<file path="src/rtl/uart_defs_pkg.sv">
// Shared UART definitions: FSM state encoding and default byte width.
// The same encoding is used by the Rx and Tx sequencers.
package uart_defs;
  localparam int DATA_W_DEF = 8;

  typedef enum logic [1:0] {
    IDLE      = 2'd0,
    SEND      = 2'd1,
    WAIT_BUSY = 2'd2,
    WAIT_DONE = 2'd3
  } uart_state_t;
endpackage

</file>
<file path="src/rtl/uart_tx_arbiter_rr_pick.sv">
// rr_pick: combinational round-robin selector.
//   req     : per-requester pending level
//   ptr     : index of the last served requester
//   win     : one-hot winner (zero when req == 0)
//   win_idx : binary index of the winner
// The search starts at ptr+1 and wraps, so the last owner has lowest priority.
module rr_pick #(
  parameter int N_REQ = 4,
  parameter int IW    = $clog2(N_REQ)
) (
  input  logic [N_REQ-1:0] req,
  input  logic [IW-1:0]    ptr,
  output logic [N_REQ-1:0] win,
  output logic [IW-1:0]    win_idx
);
  logic          found;
  logic [IW-1:0] cand;

  always_comb begin
    win     = '0;
    win_idx = '0;
    found   = 1'b0;
    cand    = '0;
    for (int k = 1; k <= N_REQ; k++) begin
      cand = IW'((int'(ptr) + k) % N_REQ);
      if (!found && req[cand]) begin
        found      = 1'b1;
        win[cand]  = 1'b1;
        win_idx    = cand;
      end
    end
  end
endmodule

</file>
<file path="src/rtl/uart_tx_arbiter.sv">
// uart_tx_arbiter: round-robin share of one UART transmitter among N_REQ
// byte sources, holding the grant across a packet until its last byte.
//   clk, n_rst   : clock, async active-low reset
//   req/last     : per-requester byte-pending level / final-byte flag
//   data_in      : packed byte slices, slice i = data_in[i*DATA_W +: DATA_W]
//   tx_busy      : UART Tx frame in progress
//   tx_start     : one-cycle load pulse, tx_data : registered byte
//   ack          : one-cycle consume pulse per requester
//   grant        : one-hot owner, grant_valid = |grant
//   err_timeout  : tx_busy failed to rise within BUSY_TIMEOUT cycles
module uart_tx_arbiter
  import uart_defs::*;
#(
  parameter int N_REQ        = 4,
  parameter int DATA_W       = DATA_W_DEF,
  parameter int BUSY_TIMEOUT = 16
) (
  input  logic                    clk,
  input  logic                    n_rst,
  input  logic [N_REQ-1:0]        req,
  input  logic [N_REQ-1:0]        last,
  input  logic [N_REQ*DATA_W-1:0] data_in,
  input  logic                    tx_busy,
  output logic                    tx_start,
  output logic [DATA_W-1:0]       tx_data,
  output logic [N_REQ-1:0]        ack,
  output logic [N_REQ-1:0]        grant,
  output logic                    grant_valid,
  output logic                    err_timeout
);
  localparam int IW = $clog2(N_REQ);
  localparam int CW = $clog2(BUSY_TIMEOUT + 1);

  uart_state_t       state, state_n;
  logic [N_REQ-1:0]  grant_n;
  logic [IW-1:0]     gidx, gidx_n, ptr, ptr_n;
  logic [DATA_W-1:0] tx_data_n;
  logic              last_q, last_n, err_n;
  logic [CW-1:0]     cnt, cnt_n, cnt_inc;

  logic [N_REQ-1:0]  win;
  logic [IW-1:0]     win_idx, sel_idx;
  logic [DATA_W-1:0] sel_data;
  logic              sel_last;

  rr_pick #(.N_REQ(N_REQ), .IW(IW)) u_pick (
    .req     (req),
    .ptr     (ptr),
    .win     (win),
    .win_idx (win_idx)
  );

  // IDLE loads the fresh winner; WAIT_DONE reloads from the current owner.
  assign sel_idx  = (state == IDLE) ? win_idx : gidx;
  assign sel_data = data_in[int'(sel_idx)*DATA_W +: DATA_W];
  assign sel_last = last[sel_idx];
  assign cnt_inc  = (cnt == CW'(BUSY_TIMEOUT)) ? cnt : cnt + 1'b1;

  always_comb begin
    state_n   = state;
    grant_n   = grant;
    gidx_n    = gidx;
    ptr_n     = ptr;
    tx_data_n = tx_data;
    last_n    = last_q;
    cnt_n     = cnt;
    err_n     = 1'b0;
    case (state)
      IDLE: if (|req) begin
        grant_n   = win;
        gidx_n    = win_idx;
        tx_data_n = sel_data;
        last_n    = sel_last;
        state_n   = SEND;
      end
      SEND: begin
        cnt_n   = '0;
        state_n = WAIT_BUSY;
      end
      WAIT_BUSY: begin
        // busy on the final counting cycle still counts as success
        if (tx_busy) state_n = WAIT_DONE;
        else begin
          cnt_n = cnt_inc;
          if (cnt_inc == CW'(BUSY_TIMEOUT)) begin
            err_n   = 1'b1;
            ptr_n   = gidx;
            grant_n = '0;
            state_n = IDLE;
          end
        end
      end
      WAIT_DONE: if (!tx_busy) begin
        if (last_q || !req[gidx]) begin
          ptr_n   = gidx;
          grant_n = '0;
          state_n = IDLE;
        end else begin
          tx_data_n = sel_data;
          last_n    = sel_last;
          state_n   = SEND;
        end
      end
      default: state_n = IDLE;
    endcase
  end

  always_ff @(posedge clk or negedge n_rst) begin
    if (!n_rst) begin
      state       <= IDLE;
      grant       <= '0;
      gidx        <= '0;
      ptr         <= IW'(N_REQ - 1);
      tx_data     <= '0;
      last_q      <= 1'b0;
      cnt         <= '0;
      err_timeout <= 1'b0;
    end else begin
      state       <= state_n;
      grant       <= grant_n;
      gidx        <= gidx_n;
      ptr         <= ptr_n;
      tx_data     <= tx_data_n;
      last_q      <= last_n;
      cnt         <= cnt_n;
      err_timeout <= err_n;
    end
  end

  assign tx_start    = (state == SEND);
  assign ack         = (state == SEND) ? grant : '0;
  assign grant_valid = |grant;
endmodule

</file>
<file path="config.mk">
export PLATFORM = sky130hd
export DESIGN_NAME = uart_tx_arbiter
export DESIGN_NICKNAME = d
export VERILOG_FILES = /design/src/rtl/uart_defs_pkg.sv /design/src/rtl/uart_tx_arbiter_rr_pick.sv /design/src/rtl/uart_tx_arbiter.sv
export SDC_FILE = /design/constraint.sdc
export NUM_CORES = 1
export LEC_CHECK = 0
export ABC_AREA = 1
export BUFFER_PORTS_ARGS = -buffer_cell sky130_fd_sc_hd__buf_4
export CAP_MARGIN = 10
export CELL_PAD_IN_SITES_DETAIL_PLACEMENT = 1
export CELL_PAD_IN_SITES_GLOBAL_PLACEMENT = 1
export CORE_ASPECT_RATIO = 1.25
export CORE_MARGIN = 2
export CORE_UTILIZATION = 30
export CTS_CLUSTER_SIZE = 40
export DETAILED_ROUTE_END_ITERATION = 8
export PLACE_DENSITY = 0.77
export SETUP_SLACK_MARGIN = 0.05
export SKIP_CTS_REPAIR_TIMING = 1
export SLEW_MARGIN = 20
export SYNTH_ARGS = -nofsm -noshare
export SYNTH_HDL_FRONTEND = slang
export SYNTH_SLANG_ARGS = --single-unit
</file>
<file path="constraint.sdc">
create_clock -name clk -period 3.63 [get_ports clk]
set_clock_uncertainty 0.2 [all_clocks]
set_input_delay 0.363 -clock clk [delete_from_list [all_inputs] [get_ports clk]]
set_output_delay 0.363 -clock clk [all_outputs]
set_load 0.03 [all_outputs]
</file>
# Yosys cells after proc, flatten, opt, wreduce, memory -nomap -nowiden

Index checks and enable logic that the tools add are counted.

Flip-flop bits (word level): 25
Bits in latches: 0
Bits in writable memories: 0
Memory bits (read-only): 0
Input port bits: 43
Output and inout bits: 19
Memories kept: 0

Add/subtract/negate cells: 5
$mul: 0
Div/mod/pow operators: 0
$lt $le $gt $ge: 10
Equality and inequality tests: 12
Shift-type cells: 1
Muxes and demuxes: 64
Bitwise logic cells: 3
Reduce and logical (&&, ||, !) cells: 25

Operators with widths:

| kind                  | count |
|---|---|
| $mux W4               | 10 |
| $shiftx A32 B6 Y8     | 1 |
| $mux W2               | 13 |
| $mux W8               | 3 |
| $mux W1               | 20 |
| $lt A2 B3 Y1 const B  | 6 |
| $pmux W8 S2           | 1 |
| $bmux W1 S2           | 6 |
| $or A4 B4 Y4          | 3 |
| $pmux W4 S3           | 1 |
| $eq A5 B5 Y1 const B  | 2 |
| $mux W5               | 2 |
| $ne A2 B2 Y1 const B  | 5 |
| $pmux W5 S2           | 1 |
| $demux W1 S2          | 4 |
| $ge A2 B1 Y1 const B  | 4 |
| $pmux W2 S4           | 1 |
| $reduce_or A4 Y1      | 2 |
| $logic_and A1 B1 Y1   | 7 |
| $reduce_and A6 Y1     | 1 |
| $reduce_bool A2 Y1    | 3 |
| $add A5 B1 Y5 const B | 1 |
| $reduce_and A5 Y1     | 1 |
| $add A2 B1 Y2 const B | 2 |
| 14 further kinds      | 20 |

# Depth between registers and ports, before layout

Gate-level depths: netlist (run 1).

Depth in word-level cells: 19
Depth in mapped cells: 17

# By module

Synthesis (run 1) repeated with hierarchy kept, for this count alone.

Cell total of the unflattened synthesis: 341
Area total of the unflattened synthesis: 2294.7 um2

Modules (own cells, without submodules):

| module          | times used | cells each | area each (um2) | seq. area each (um2) |
|---|---|---|---|---|
| uart_tx_arbiter | 1          | 266        | 1820.5          | 628.1 |
| rr_pick         | 1          | 75         | 474.2           | 0.0 |

# Least setup slack after synthesis (run 1)

Ideal clock, no wire load.

Path type: flip-flop to flip-flop
From: register ptr[0]
To: register last_q
Setup time: 0.117 ns
Arrival time: 2.206 ns
Required time: 3.313 ns
Setup slack: 1.107 ns
Cell stages (with the launch flop): 18
Path buffers: 2
Period minus slack after synthesis: 2.523 ns
Cell sequence: dfstp_2 > buf_6 > inv_6 > ha_1 > inv_1 > nand3_2 > nand2_4 > nor2_4 > nand2_1 > nand2_1 > nand2_2 > nand3_4 > nand2_4 > buf_6 > nand2_1 > nand3_1 > nand3_1 > nand2_1

Longest elaborated chain between the ends: 19
Elaborated cells between the ends (all ways): 32
Classes of those cells: add/sub: 4; mux: 22; reduce/logical: 6

Ends and longest elaborated chain:

| item                              | line                          | source |
|---|---|---|
| from (decl)                       | uart_tx_arbiter.sv:36         | `logic [IW-1:0] gidx, gidx_n, ptr, ptr_n;` |
| from (signal assigned)            | uart_tx_arbiter.sv:113        | `ptr <= IW'(N_REQ - 1);` |
| from (signal assigned)            | uart_tx_arbiter.sv:122        | `ptr <= ptr_n;` |
| $add A2 B1 Y2                     | uart_tx_arbiter_rr_pick.sv:25 | `cand = IW'((int'(ptr) + k) % N_REQ);` |
| $bmux W1 S2                       | uart_tx_arbiter_rr_pick.sv:26 | `if (!found && req[cand]) begin` |
| $mux W1 (implied by the code)     | uart_tx_arbiter_rr_pick.sv:26 |  |
| $mux W1                           | uart_tx_arbiter_rr_pick.sv:26 |  |
| $logic_not A1 Y1                  | uart_tx_arbiter_rr_pick.sv:26 |  |
| $logic_and A1 B1 Y1               | uart_tx_arbiter_rr_pick.sv:26 |  |
| $mux W1                           | uart_tx_arbiter_rr_pick.sv:26 |  |
| $logic_not A1 Y1                  | uart_tx_arbiter_rr_pick.sv:26 |  |
| [... 3 more ...]                  | --                            |  |
| $logic_and A1 B1 Y1               | uart_tx_arbiter_rr_pick.sv:26 |  |
| $mux W2 (*)                       | uart_tx_arbiter_rr_pick.sv:26 |  |
| $mux W2 (*)                       | uart_tx_arbiter.sv:54         | `assign sel_idx = (state == IDLE) ? win_idx : gidx;` |
| $bmux W1 S2 (*)                   | uart_tx_arbiter.sv:56         | `assign sel_last = last[sel_idx];` |
| $mux W1 (implied by the code) (*) | uart_tx_arbiter.sv:56         |  |
| $mux W1                           | uart_tx_arbiter.sv:94         | `if (last_q \|\| !req[gidx]) begin` |
| $mux W1                           | uart_tx_arbiter.sv:93         | `WAIT_DONE: if (!tx_busy) begin` |
| $pmux W1 S2 (*)                   | uart_tx_arbiter.sv:68         | `case (state)` |
| to (signal assigned)              | uart_tx_arbiter.sv:124        | `last_q <= last_n;` |
| to (decl)                         | uart_tx_arbiter.sv:38         | `logic last_q, last_n, err_n;` |

Every way passes the cells marked *; elsewhere a longest branch is shown, timed or not. The select of a mux whose other input is x is not followed.
A chain may end at the register's enable or synchronous reset.

# Worst setup path in the final report (run 1)

From: register ptr[0]
To: register tx_data[3]

Longest elaborated chain between the ends: 18
Elaborated cells between the ends (all ways): 31
Classes of those cells: add/sub: 4; shift: 1; mux: 20; reduce/logical: 6

Ends and longest elaborated chain:

| item                          | line                          | source |
|---|---|---|
| $add A2 B1 Y2                 | uart_tx_arbiter_rr_pick.sv:25 |  |
| $bmux W1 S2                   | uart_tx_arbiter_rr_pick.sv:26 |  |
| $mux W1 (implied by the code) | uart_tx_arbiter_rr_pick.sv:26 |  |
| $mux W1                       | uart_tx_arbiter_rr_pick.sv:26 |  |
| $logic_not A1 Y1              | uart_tx_arbiter_rr_pick.sv:26 |  |
| $logic_and A1 B1 Y1           | uart_tx_arbiter_rr_pick.sv:26 |  |
| $mux W1                       | uart_tx_arbiter_rr_pick.sv:26 |  |
| $logic_not A1 Y1              | uart_tx_arbiter_rr_pick.sv:26 |  |
| [... 2 more ...]              | --                            |  |
| $logic_not A1 Y1              | uart_tx_arbiter_rr_pick.sv:26 |  |
| $logic_and A1 B1 Y1           | uart_tx_arbiter_rr_pick.sv:26 |  |
| $mux W2 (*)                   | uart_tx_arbiter_rr_pick.sv:26 |  |
| $mux W2 (*)                   | uart_tx_arbiter.sv:54         |  |
| $shiftx A32 B6 Y8 (*)         | uart_tx_arbiter.sv:55         | `assign sel_data = data_in[int'(sel_idx)*DATA_W +: DATA_W];` |
| $mux W8                       | uart_tx_arbiter.sv:94         |  |
| $mux W8                       | uart_tx_arbiter.sv:93         |  |
| $pmux W8 S2 (*)               | uart_tx_arbiter.sv:68         |  |
| to (signal assigned)          | uart_tx_arbiter.sv:123        | `tx_data <= tx_data_n;` |
| to (decl)                     | uart_tx_arbiter.sv:25         | `output logic [DATA_W-1:0] tx_data,` |

Marked as above.

==> flow_summary.ini, run 1 <==
[min_path]
hp-class = primary input to flip-flop

[synthesis]
synth.top_cells.by_area = dfrtp_1 27%, nand3_1 16%, nand2_1 16%, ha_1 8.3%, inv_1 5.2%
post_synth_most_frequent_cells = 90 x nand2_1, 68 x nand3_1, 29 x inv_1
syn_area_sq_mm = 0.00211
synth.most_common_cell = nand2_1
yosys_warnings = 0
synth_top_flop_cell = dfrtp_1
synth_top_cell_area_share = 0.273
synth_largest_area_cell = dfrtp_1
synth_seq_cells = 25
postSynth.asyncResetShare = 1.00
synth_area_per_cell_sq_um = 6.95
synth_sequential_area_ratio = 0.297
ys_types = 31
synth_fp_nets = 361
synth_enable_flop_cells = 0
post_synthesis_cells = 304

[setup_path]
required_ps = 3590
start_kind = flip-flop
worst_ep_arrival_time_ps = 2960
path_max_fanout = 13
path_class = flip-flop to flip-flop
critPathCaptureType = flip-flop

[grt]
grt_overflow = 0
grt_first_pass_wirelength_mm = 10.9
grt_start_max_net_pins = 26
globalRouteTotalUtil = 0.173
first_global_vias = 2439
antenna_found_initial = 0

[power]
total_leakage_power_nw = 1.42
power_density_mw_per_mm2 = 972
power.internal_mw = 1.13
sequentialPowerShare = 0.197
net-switching-power_mw = 1.51
fraction_of_power_consumed_by_the_clock_network = 0.065
irDropWorstVdd_v = 0.000435
netSwitchingFraction = 0.572
finalPower_mw = 2.64
combPwrFrac = 0.738

[sta]
hold_viol_final = 0
fmaxAchievable_ghz = 0.334
period_minus_slack_ps = 2990
slew_headroom = 0.604
layout_worst_path_cycle_share = 0.825
grt_setup_unrepaired = no
final_max_slew_viol_count = 0
setup_tns_final_ps = 0
report.final.setup_viol = 0
worst_slew_pin_slew_ps = 589

[placed_design]
detailed_place_hpwl_mm = 5.37
numPortBuffers = 61
placed_cells_incl_taps = 451
place.gp.congestion = 0.841

[final_layout]
finish.net_count = 424
areaGrowthSynthToFinish_pct = 28.4
post_layout_nonfiller_instances = 456
post-route-util = 0.393
num_antenna_cells = 0
post_route_cells_drive_above_1_share = 0.251

[routing]
route.antenna.remaining_nets = 0
drtIter0Drc = 60
drt-vias-per-instance = 4.93
detail_route.first_pass.iterations = 4
wirelength_mm = 6.37
drc = 0
detailroute.via_count = 2247
wl_per_cell_um = 14.0

[run]
cap_viol_max_count = 0

[clocking]
cts.reportedPaths.clkPinSlew_ps = 90
tritoncts_clock_tree = yes
clockRootBuffer = clkbuf_8
cts_max_level = 1
clock_latency_ps = 270
max-clock-path-buffers = 2
numClockSinks = 25
tritoncts.num_buffers = 3

[floorplanning]
floorplan.initialDensity = 0.306
dieArea_sq_mm = 0.00773
die_x_um = 79.0
die_height_um = 97.8
floorplan.io_pins = 62
floorplan.rows = 34
placeableCoreArea_sq_mm = 0.00689

[status]
run_status = complete, no violations
[placed cells by master, fill, tap and decap left out, types with 2 or more instances in the layout]
master,count
a22oi_1,3
ha_1,14
nand3_2,4
nor2_1,9
xor2_1,4
dfstp_2,2
nand2_2,6
dfrtp_1,23
inv_2,4
nand2_4,3
clkbuf_8,3
nand2_1,90
o21ai_0,15
nand4_1,4
inv_1,29
a21oi_1,6
nand3_1,68
buf_4,62
nor3_1,3
[final timing paths]
check | startpoint | end | slack (ps) | cells past startpoint
worst min-delay path | last[2] | last_q | 230 | 5
min in group asynchronous | n_rst | grant[2] | 340 | 2
worst max-delay path | ptr[0] | tx_data[3] | 640 | 15
max in group asynchronous | n_rst | ptr[1] | 2590 | 2
worst max register to register | ptr[0] | tx_data[3] | 640 | 15
worst min register to register | last_q | last_q | 290 | 2
[through the flow]
step	worst slack [ps]	cell area [sq um]	hold slack, ps
2_1_floorplan	1110	2110	-133
3_3_place_gp	746	2650	88.1
3_5_place_dp	640	2650	97.2
4_1_cts	619	2700	-211
5_1_grt	287	2710	250
6_report	636	2710	228
[critical path, stage by stage (launching register included)]
cell,delay [ps]
dfstp_2,720
inv_6,90
ha_1,380
inv_1,90
nand3_2,100
nand2_4,110
inv_2,100
nand2_1,80
nor2_2,200
nand3_1,140
nand2_1,90
nand2_1,50
nand2_1,250
nand3_1,140
nand3_1,100
nand2_1,50
[flip-flops by register name (all words and copies together) (netlist names)]
signal       cells
cnt              5
tx_data          8
gidx             2
last_q           1
err_timeout      1
state            2
ptr              2
grant            4
[power groups by stage]
stage                     clock [mW]  sequential (mW)  combinational [mW]
final                          0.170            0.519                1.95
after global placement             0            0.520                1.91
after floorplan                    0            0.598                1.36
after CTS                      0.180            0.521                1.98
after global routing           0.188            0.537                2.19
after detailed placement           0            0.521                1.98
[cells by family after synthesis]
group,count (synthesis),share of synthesized area
xor+xnor,4,0.0166
simple gates,194,0.451
fa+ha+maj,14,0.0829
flops,25,0.297
compound gates,27,0.0693
buf+inv,40,0.0823
[cell type report]
cell class / instances / area [sq um]
fill: 894 / 4180
multi-input combinational: 239 / 1310
sequential: 25 / 628
timing repair buffer: 63 / 475
inverter: 35 / 136
tap: 90 / 113
clock buffer: 3 / 41.3
clock inverter: 1 / 7.51
[per-layer routing]
metal / wire length [um] / up-vias / global-route usage / share of wire
met1: 2550 / 1049 / 0.195 / 0.40
met5: 0 / - / 0 / 0
li1: - / 1127 / - / -
met2: 3470 / 56 / 0.332 / 0.54
met3: 186 / 15 / 0.0148 / 0.029
met4: 163 / 0 / 0.0597 / 0.026
Note: power is estimated with default switching activity, not from simulation.
==> run 2, diff against run 1 <==
Settings changed: ABC_AREA 1 to 0, PLACE_DENSITY 0.77 to 0.74.
Clock period 3.63 ns to 3 ns, I/O delays scaled along.
==> run 2 against run 1 <==
Effect of this change:
- the flow now finishes with violations (setup timing)
- combinational power is 47% higher
- die area up 1.4%
- non-clock buffer count is 23 higher
- routed wire length grew 8.3%
- worst hold slack got worse by 75 ps
- sequential share of layout area decreased by 2.8 points
- critical path type unchanged
==> flow_summary.ini, run 2 <==
[floorplanning]
dieArea_sq_mm = 0.00784
placeableCoreArea_sq_mm = 0.00693
die_x_um = 79.6
floorplan.initialDensity = 0.309
die_height_um = 98.5
floorplan.io_pins = 62
floorplan.rows = 34

[setup_path]
required_ps = 2970
path_max_fanout = 5
worst_ep_arrival_time_ps = 3070
critical_path.reg2reg.startpoint = ptr[0]
crit-reg2reg-capture = tx_data[5]
critPathCaptureType = flip-flop
reg2reg_depth = 7
path_class = flip-flop to flip-flop
start_kind = flip-flop
worst-r2r-setup-slack_ps = -100

[min_path]
min-delay-start = data_in[22]
whs_endpoint = tx_data[6]
timing.hold.worst_path_depth = 3
hp-class = primary input to flip-flop

[synthesis]
syn_area_sq_mm = 0.00214
synth_fp_nets = 288
synth_enable_flop_cells = 0
ys_types = 49
post_synthesis_cells = 231
synth_largest_area_cell = dfrtp_1
synth_seq_cells = 25
synth.top_cells.by_area = dfrtp_1 27%, ha_1 8.2%, a311oi_1 7.4%, a21boi_0 6.3%, o31ai_1 3.9%
synth_area_per_cell_sq_um = 9.28
synth.most_common_cell = dfrtp_1
post_synth_most_frequent_cells = 23 x dfrtp_1, 18 x a21boi_0, 18 x a311oi_1
synth_top_flop_cell = dfrtp_1
synth_sequential_area_ratio = 0.293
yosys_warnings = 0
postSynth.asyncResetShare = 1.00
synth_top_cell_area_share = 0.269

[grt]
grt_overflow = 0
globalRouteTotalUtil = 0.166
grt_start_max_net_pins = 37
first_global_vias = 2165
grt_first_pass_wirelength_mm = 10.3
antenna_found_initial = 0

[final_layout]
largestRegisters = tx_data (8), cnt (5), grant (4)
num_antenna_cells = 0
regMostFlops = tx_data
finish.net_count = 364
filler_cell_count = 797
layout_commonest_cell = buf_4
post_route_cells_drive_above_1_share = 0.425
post_layout_nonfiller_instances = 396
total_area_of_multi_input_combinational_cells_sq_mm = 0.00156
largest_reg_flops = 8
areaGrowthSynthToFinish_pct = 44.1
layout_common_cells = 82 x buf_4, 23 x dfrtp_1, 15 x nand2_1
final-seq-area_sq_um = 628

[power]
power_density_mw_per_mm2 = 1200
irDropWorstVdd_v = 0.000446
fraction_of_power_consumed_by_the_clock_network = 0.062
finalPower_mw = 3.72
sequentialPowerShare = 0.167
net-switching-power_mw = 1.86
netSwitchingFraction = 0.501
combPwrFrac = 0.771
power.internal_mw = 1.85
total_leakage_power_nw = 1.30

[placed_design]
numPortBuffers = 61
detailed_place_hpwl_mm = 5.11
placed_cells_incl_taps = 386
place.gp.congestion = 0.865

[status]
failed_checks = setup timing
run_status = finished, violations left

[sta]
report.final.setup_viol = 9
worst_slew_pin_slew_ps = 592
fmaxAchievable_ghz = 0.322
period_minus_slack_ps = 3100
layout_worst_path_cycle_share = 1.03
grt_setup_unrepaired = yes
layout_setup_ws_ps = -103
slew_headroom = 0.604
hold_viol_final = 0
final_max_slew_viol_count = 0

[clocking]
clock_latency_ps = 300
numClockSinks = 25
clockRootBuffer = clkbuf_8
tritoncts_clock_tree = yes
cts.reportedPaths.clkPinSlew_ps = 110
cts_max_level = 1
max-clock-path-buffers = 2
tritoncts.num_buffers = 3

[routing]
wirelength_mm = 6.89
detailroute.via_count = 2186
drc = 0
detail_route.first_pass.iterations = 4
drtIter0Drc = 56
drt-vias-per-instance = 5.52
wl_per_cell_um = 17.4
route.antenna.remaining_nets = 0

[run]
cap_viol_max_count = 0
-- run 2: cells by family (layout without fill, tap and decap cells) --
family,after synthesis,in the layout,synth area share
AO/OA/AOI/OAI,90,92,0.326
buffers and inverters,30,103,0.0607
XOR/XNOR,2,2,0.00817
AND/OR/NAND/NOR,60,60,0.150
flip-flops,25,25,0.293
adder cells (fa/ha/maj),14,14,0.0817
multiplexers,10,10,0.0806
-- run 2: cell type report --
type / count / area share
inverter: 13 / 0.0182
timing repair buffer: 86 / 0.222
clock buffer: 3 / 0.0134
clock inverter: 1 / 0.00243
sequential: 25 / 0.203
tap: 90 / 0.0365
multi-input combinational: 178 / 0.504
-- run 2: worst max-delay path by stage --
stage            from         end  slack (ps)  cells past startpoint
3_5_place_dp   ptr[0]  tx_data[5]        -170                      7
4_1_cts        ptr[0]  tx_data[5]        -180                      9
3_3_place_gp   ptr[0]  tx_data[5]         -90                      8
2_1_floorplan  ptr[0]      last_q        -140                     12
6_report       ptr[0]  tx_data[5]        -100                      7
5_1_grt        ptr[0]  tx_data[2]        -170                      9
-- run 2: metal layers --
| layer | vias to the layer above | part of all wire | GRT usage | wire length [um] |
|---|---|---|---|---|
| li1 | 1050 | - | - | - |
| met1 | 1081 | 0.40 | 0.193 | 2740 |
| met2 | 48 | 0.56 | 0.312 | 3840 |
| met3 | 7 | 0.028 | 0.0165 | 195 |
| met4 | 0 | 0.017 | 0.0557 | 120 |
| met5 | - | 0 | 0 | 0 |
-- run 2: power by group through the flow --
stage / clock [mW] / sequential [mW] / combinational [mW]
after global placement: 0 / 0.613 / 2.58
final: 0.230 / 0.620 / 2.87
after detailed placement: 0 / 0.620 / 2.65
after CTS: 0.233 / 0.613 / 2.66
after global routing: 0.243 / 0.641 / 3.11
after floorplan: 0 / 0.731 / 1.81
-- run 2: critical path, cell delays in order (launching register included) --
cell,delay (ps)
dfstp_2,620
inv_8,40
ha_4,290
mux4_2,540
o41a_1,540
a32o_2,380
a311oi_2,260
o31ai_1,110
-- run 2: metrics by stage --
step / instance area, sq um / TNS (ps) / hold slack (ps) / setup WS (ps) / utilization
6_report: 3090 / -387 / 153 / -103 / 0.445
5_1_grt: 3090 / -1050 / 163 / -172 / 0.445
4_1_cts: 2980 / -1270 / -290 / -181 / 0.430
3_5_place_dp: 2930 / -1160 / 36.2 / -170 / 0.423
3_3_place_gp: 2930 / -586 / 27.2 / -92.0 / 0.423
2_1_floorplan: 2300 / -1290 / -196 / -144 / -
==> run 3, diff against run 2 <==
Settings changed: BUFFER_PORTS_ARGS -buffer_cell sky130_fd_sc_hd__buf_4 to unset, DONT_BUFFER_PORTS set to 1, PLACE_DENSITY 0.74 to 0.64.
==> run 3 against run 2 <==
Effect of this change:
- the run ends with hold timing, setup timing left
- critical endpoint unchanged
- sequential share of layout area grew 2.9 points
- worst hold slack got worse by 160 ps
- largest cell class unchanged
- clock-buffer cell count unchanged
- sequential power grew 24%
- fmax up 0.24%
- die area did not move
- cell area shrank 13%
- critical path depth grew 1
- final cell count fell by 16%
- core utilization fell by 5.6 points
- register-to-register slack barely moved
==> flow_summary.ini, run 3 (synthesis results as in run 2) <==
[clocking]
clockRootBuffer = clkbuf_8
numClockSinks = 25
cts_max_level = 1
cts.reportedPaths.clkPinSlew_ps = 100
tritoncts_clock_tree = yes
tritoncts.num_buffers = 3
max-clock-path-buffers = 2
clock_latency_ps = 280

[power]
power_density_mw_per_mm2 = 1370
irDropWorstVdd_v = 0.000669
finalPower_mw = 3.71
total_leakage_power_nw = 1.04

[placed_design]
postPlaceCellArea_sq_mm = 0.00242
detailed_place_hpwl_mm = 4.36
place.gp.congestion = 0.802
numPortBuffers = 0

[final_layout]
layout_common_cells = 23 x dfrtp_1, 15 x nand2_1, 14 x buf_4
finish.instance_area_sq_mm = 0.00270
regMostFlops = tx_data
num_antenna_cells = 0
filler_cell_count = 773
areaGrowthSynthToFinish_pct = 26.0
largestRegisters = tx_data (8), cnt (5), grant (4)
finish.net_count = 301
layout_commonest_cell = dfrtp_1
largest_reg_flops = 8
post_route_cells_drive_above_1_share = 0.292

[status]
run_status = finished, violations left
failed_checks = hold timing, setup timing

[sta]
period_minus_slack_ps = 3100
setup_tns_final_ps = -421
report.final.setup_viol = 9
layout_worst_path_cycle_share = 1.03
layout_setup_ws_ps = -95.4
fmaxAchievable_ghz = 0.323
grt_setup_unrepaired = yes
hold_viol_final = 1
worst_slew_pin_slew_ps = 594
slew_headroom = 0.603
final_max_slew_viol_count = 0
hold-worst-slack_ps = -11.4

[min_path]
min-delay-start = tx_busy
hp-class = primary input to flip-flop
timing.hold.worst_path_depth = 2

[setup_path]
cp-startpoint = ptr[0]
start_kind = flip-flop
path_class = flip-flop to flip-flop
critical_path.reg2reg.startpoint = ptr[0]
path_max_fanout = 5
reg2reg_depth = 8
critPathCaptureType = flip-flop
worst_ep_arrival_time_ps = 3050
required_ps = 2960

[routing]
route.antenna.remaining_nets = 0
detail_route.first_pass.iterations = 4
drt-vias-per-instance = 5.81
drc = 0
wl_per_cell_um = 18.9
drtIter0Drc = 58
detailroute.via_count = 1936
wirelength_mm = 6.30

[grt]
globalRouteTotalUtil = 0.142
first_global_vias = 1869
grt_overflow = 0
grt_first_pass_wirelength_mm = 9.20
grt_start_max_net_pins = 37
antenna_found_initial = 0

[floorplanning]
placeableCoreArea_sq_mm = 0.00693
die_x_um = 79.6
floorplan.initialDensity = 0.309
floorplan.io_pins = 62
die_height_um = 98.5
floorplan.rows = 34
dieArea_sq_mm = 0.00784

[run]
cap_viol_max_count = 0
-- run 3: cell types whose count changed in the layout (fill, tap and decap cells not counted), sizes merged --
cell | previous run | this run
clkbuf | 3 | 6
buf | 85 | 20
a32oi | 2 | 1
-- run 3: report_power, final --
group	switching, mW	total (mW)	internal, mW
registers	0.279	0.767	0.488
logic	1.44	2.72	1.29
clock network	0.128	0.223	0.0947
-- run 3: final cells by class --
type / instances / area (sq um) / area share
Multi-Input combinational cell: 177 / 1570 / 0.582
Sequential cell: 25 / 628 / 0.233
Timing Repair Buffer: 24 / 284 / 0.105
Tap cell: 90 / 113 / 0.0417
Inverter: 13 / 56.3 / 0.0208
Clock buffer: 3 / 41.3 / 0.0153
Clock inverter: 1 / 7.51 / 0.00278
-- run 3: worst max-delay path, stage by stage (launching register included) --
cell and delay, ps:
dfstp_2 660, inv_8 40, ha_4 280, mux4_1 320
or2_4 270, o41a_1 460, a32o_2 370, a311oi_2 260
o31ai_1 110
-- run 3: path summary, 6_finish.rpt --
kind	end	slack, ps
worst max-delay path	tx_data[5]	-100
worst max register to register	tx_data[5]	-100
max in group asynchronous	ptr[0]	2120
worst min-delay path	state[1]	-10
worst min register to register	last_q	320
min in group asynchronous	cnt[0]	240
-- run 3: metal layers --
metal / track usage / share of wire / up-vias
li1: - / - / 915
met1: 0.185 / 0.43 / 952
met2: 0.247 / 0.51 / 63
met3: 0.0247 / 0.055 / 6
met4: 0.0292 / 0.0060 / 0
met5: 0 / 0 / -
-- run 3: stage by stage --
stage                     setup WS (ps)  std cells   util
after floorplan                    -144        231      -
after global placement            -60.2        319  0.349
after detailed placement           -141        319  0.349
after CTS                          -154        323  0.356
after global routing               -224        333  0.390
final                             -95.4        333  0.390
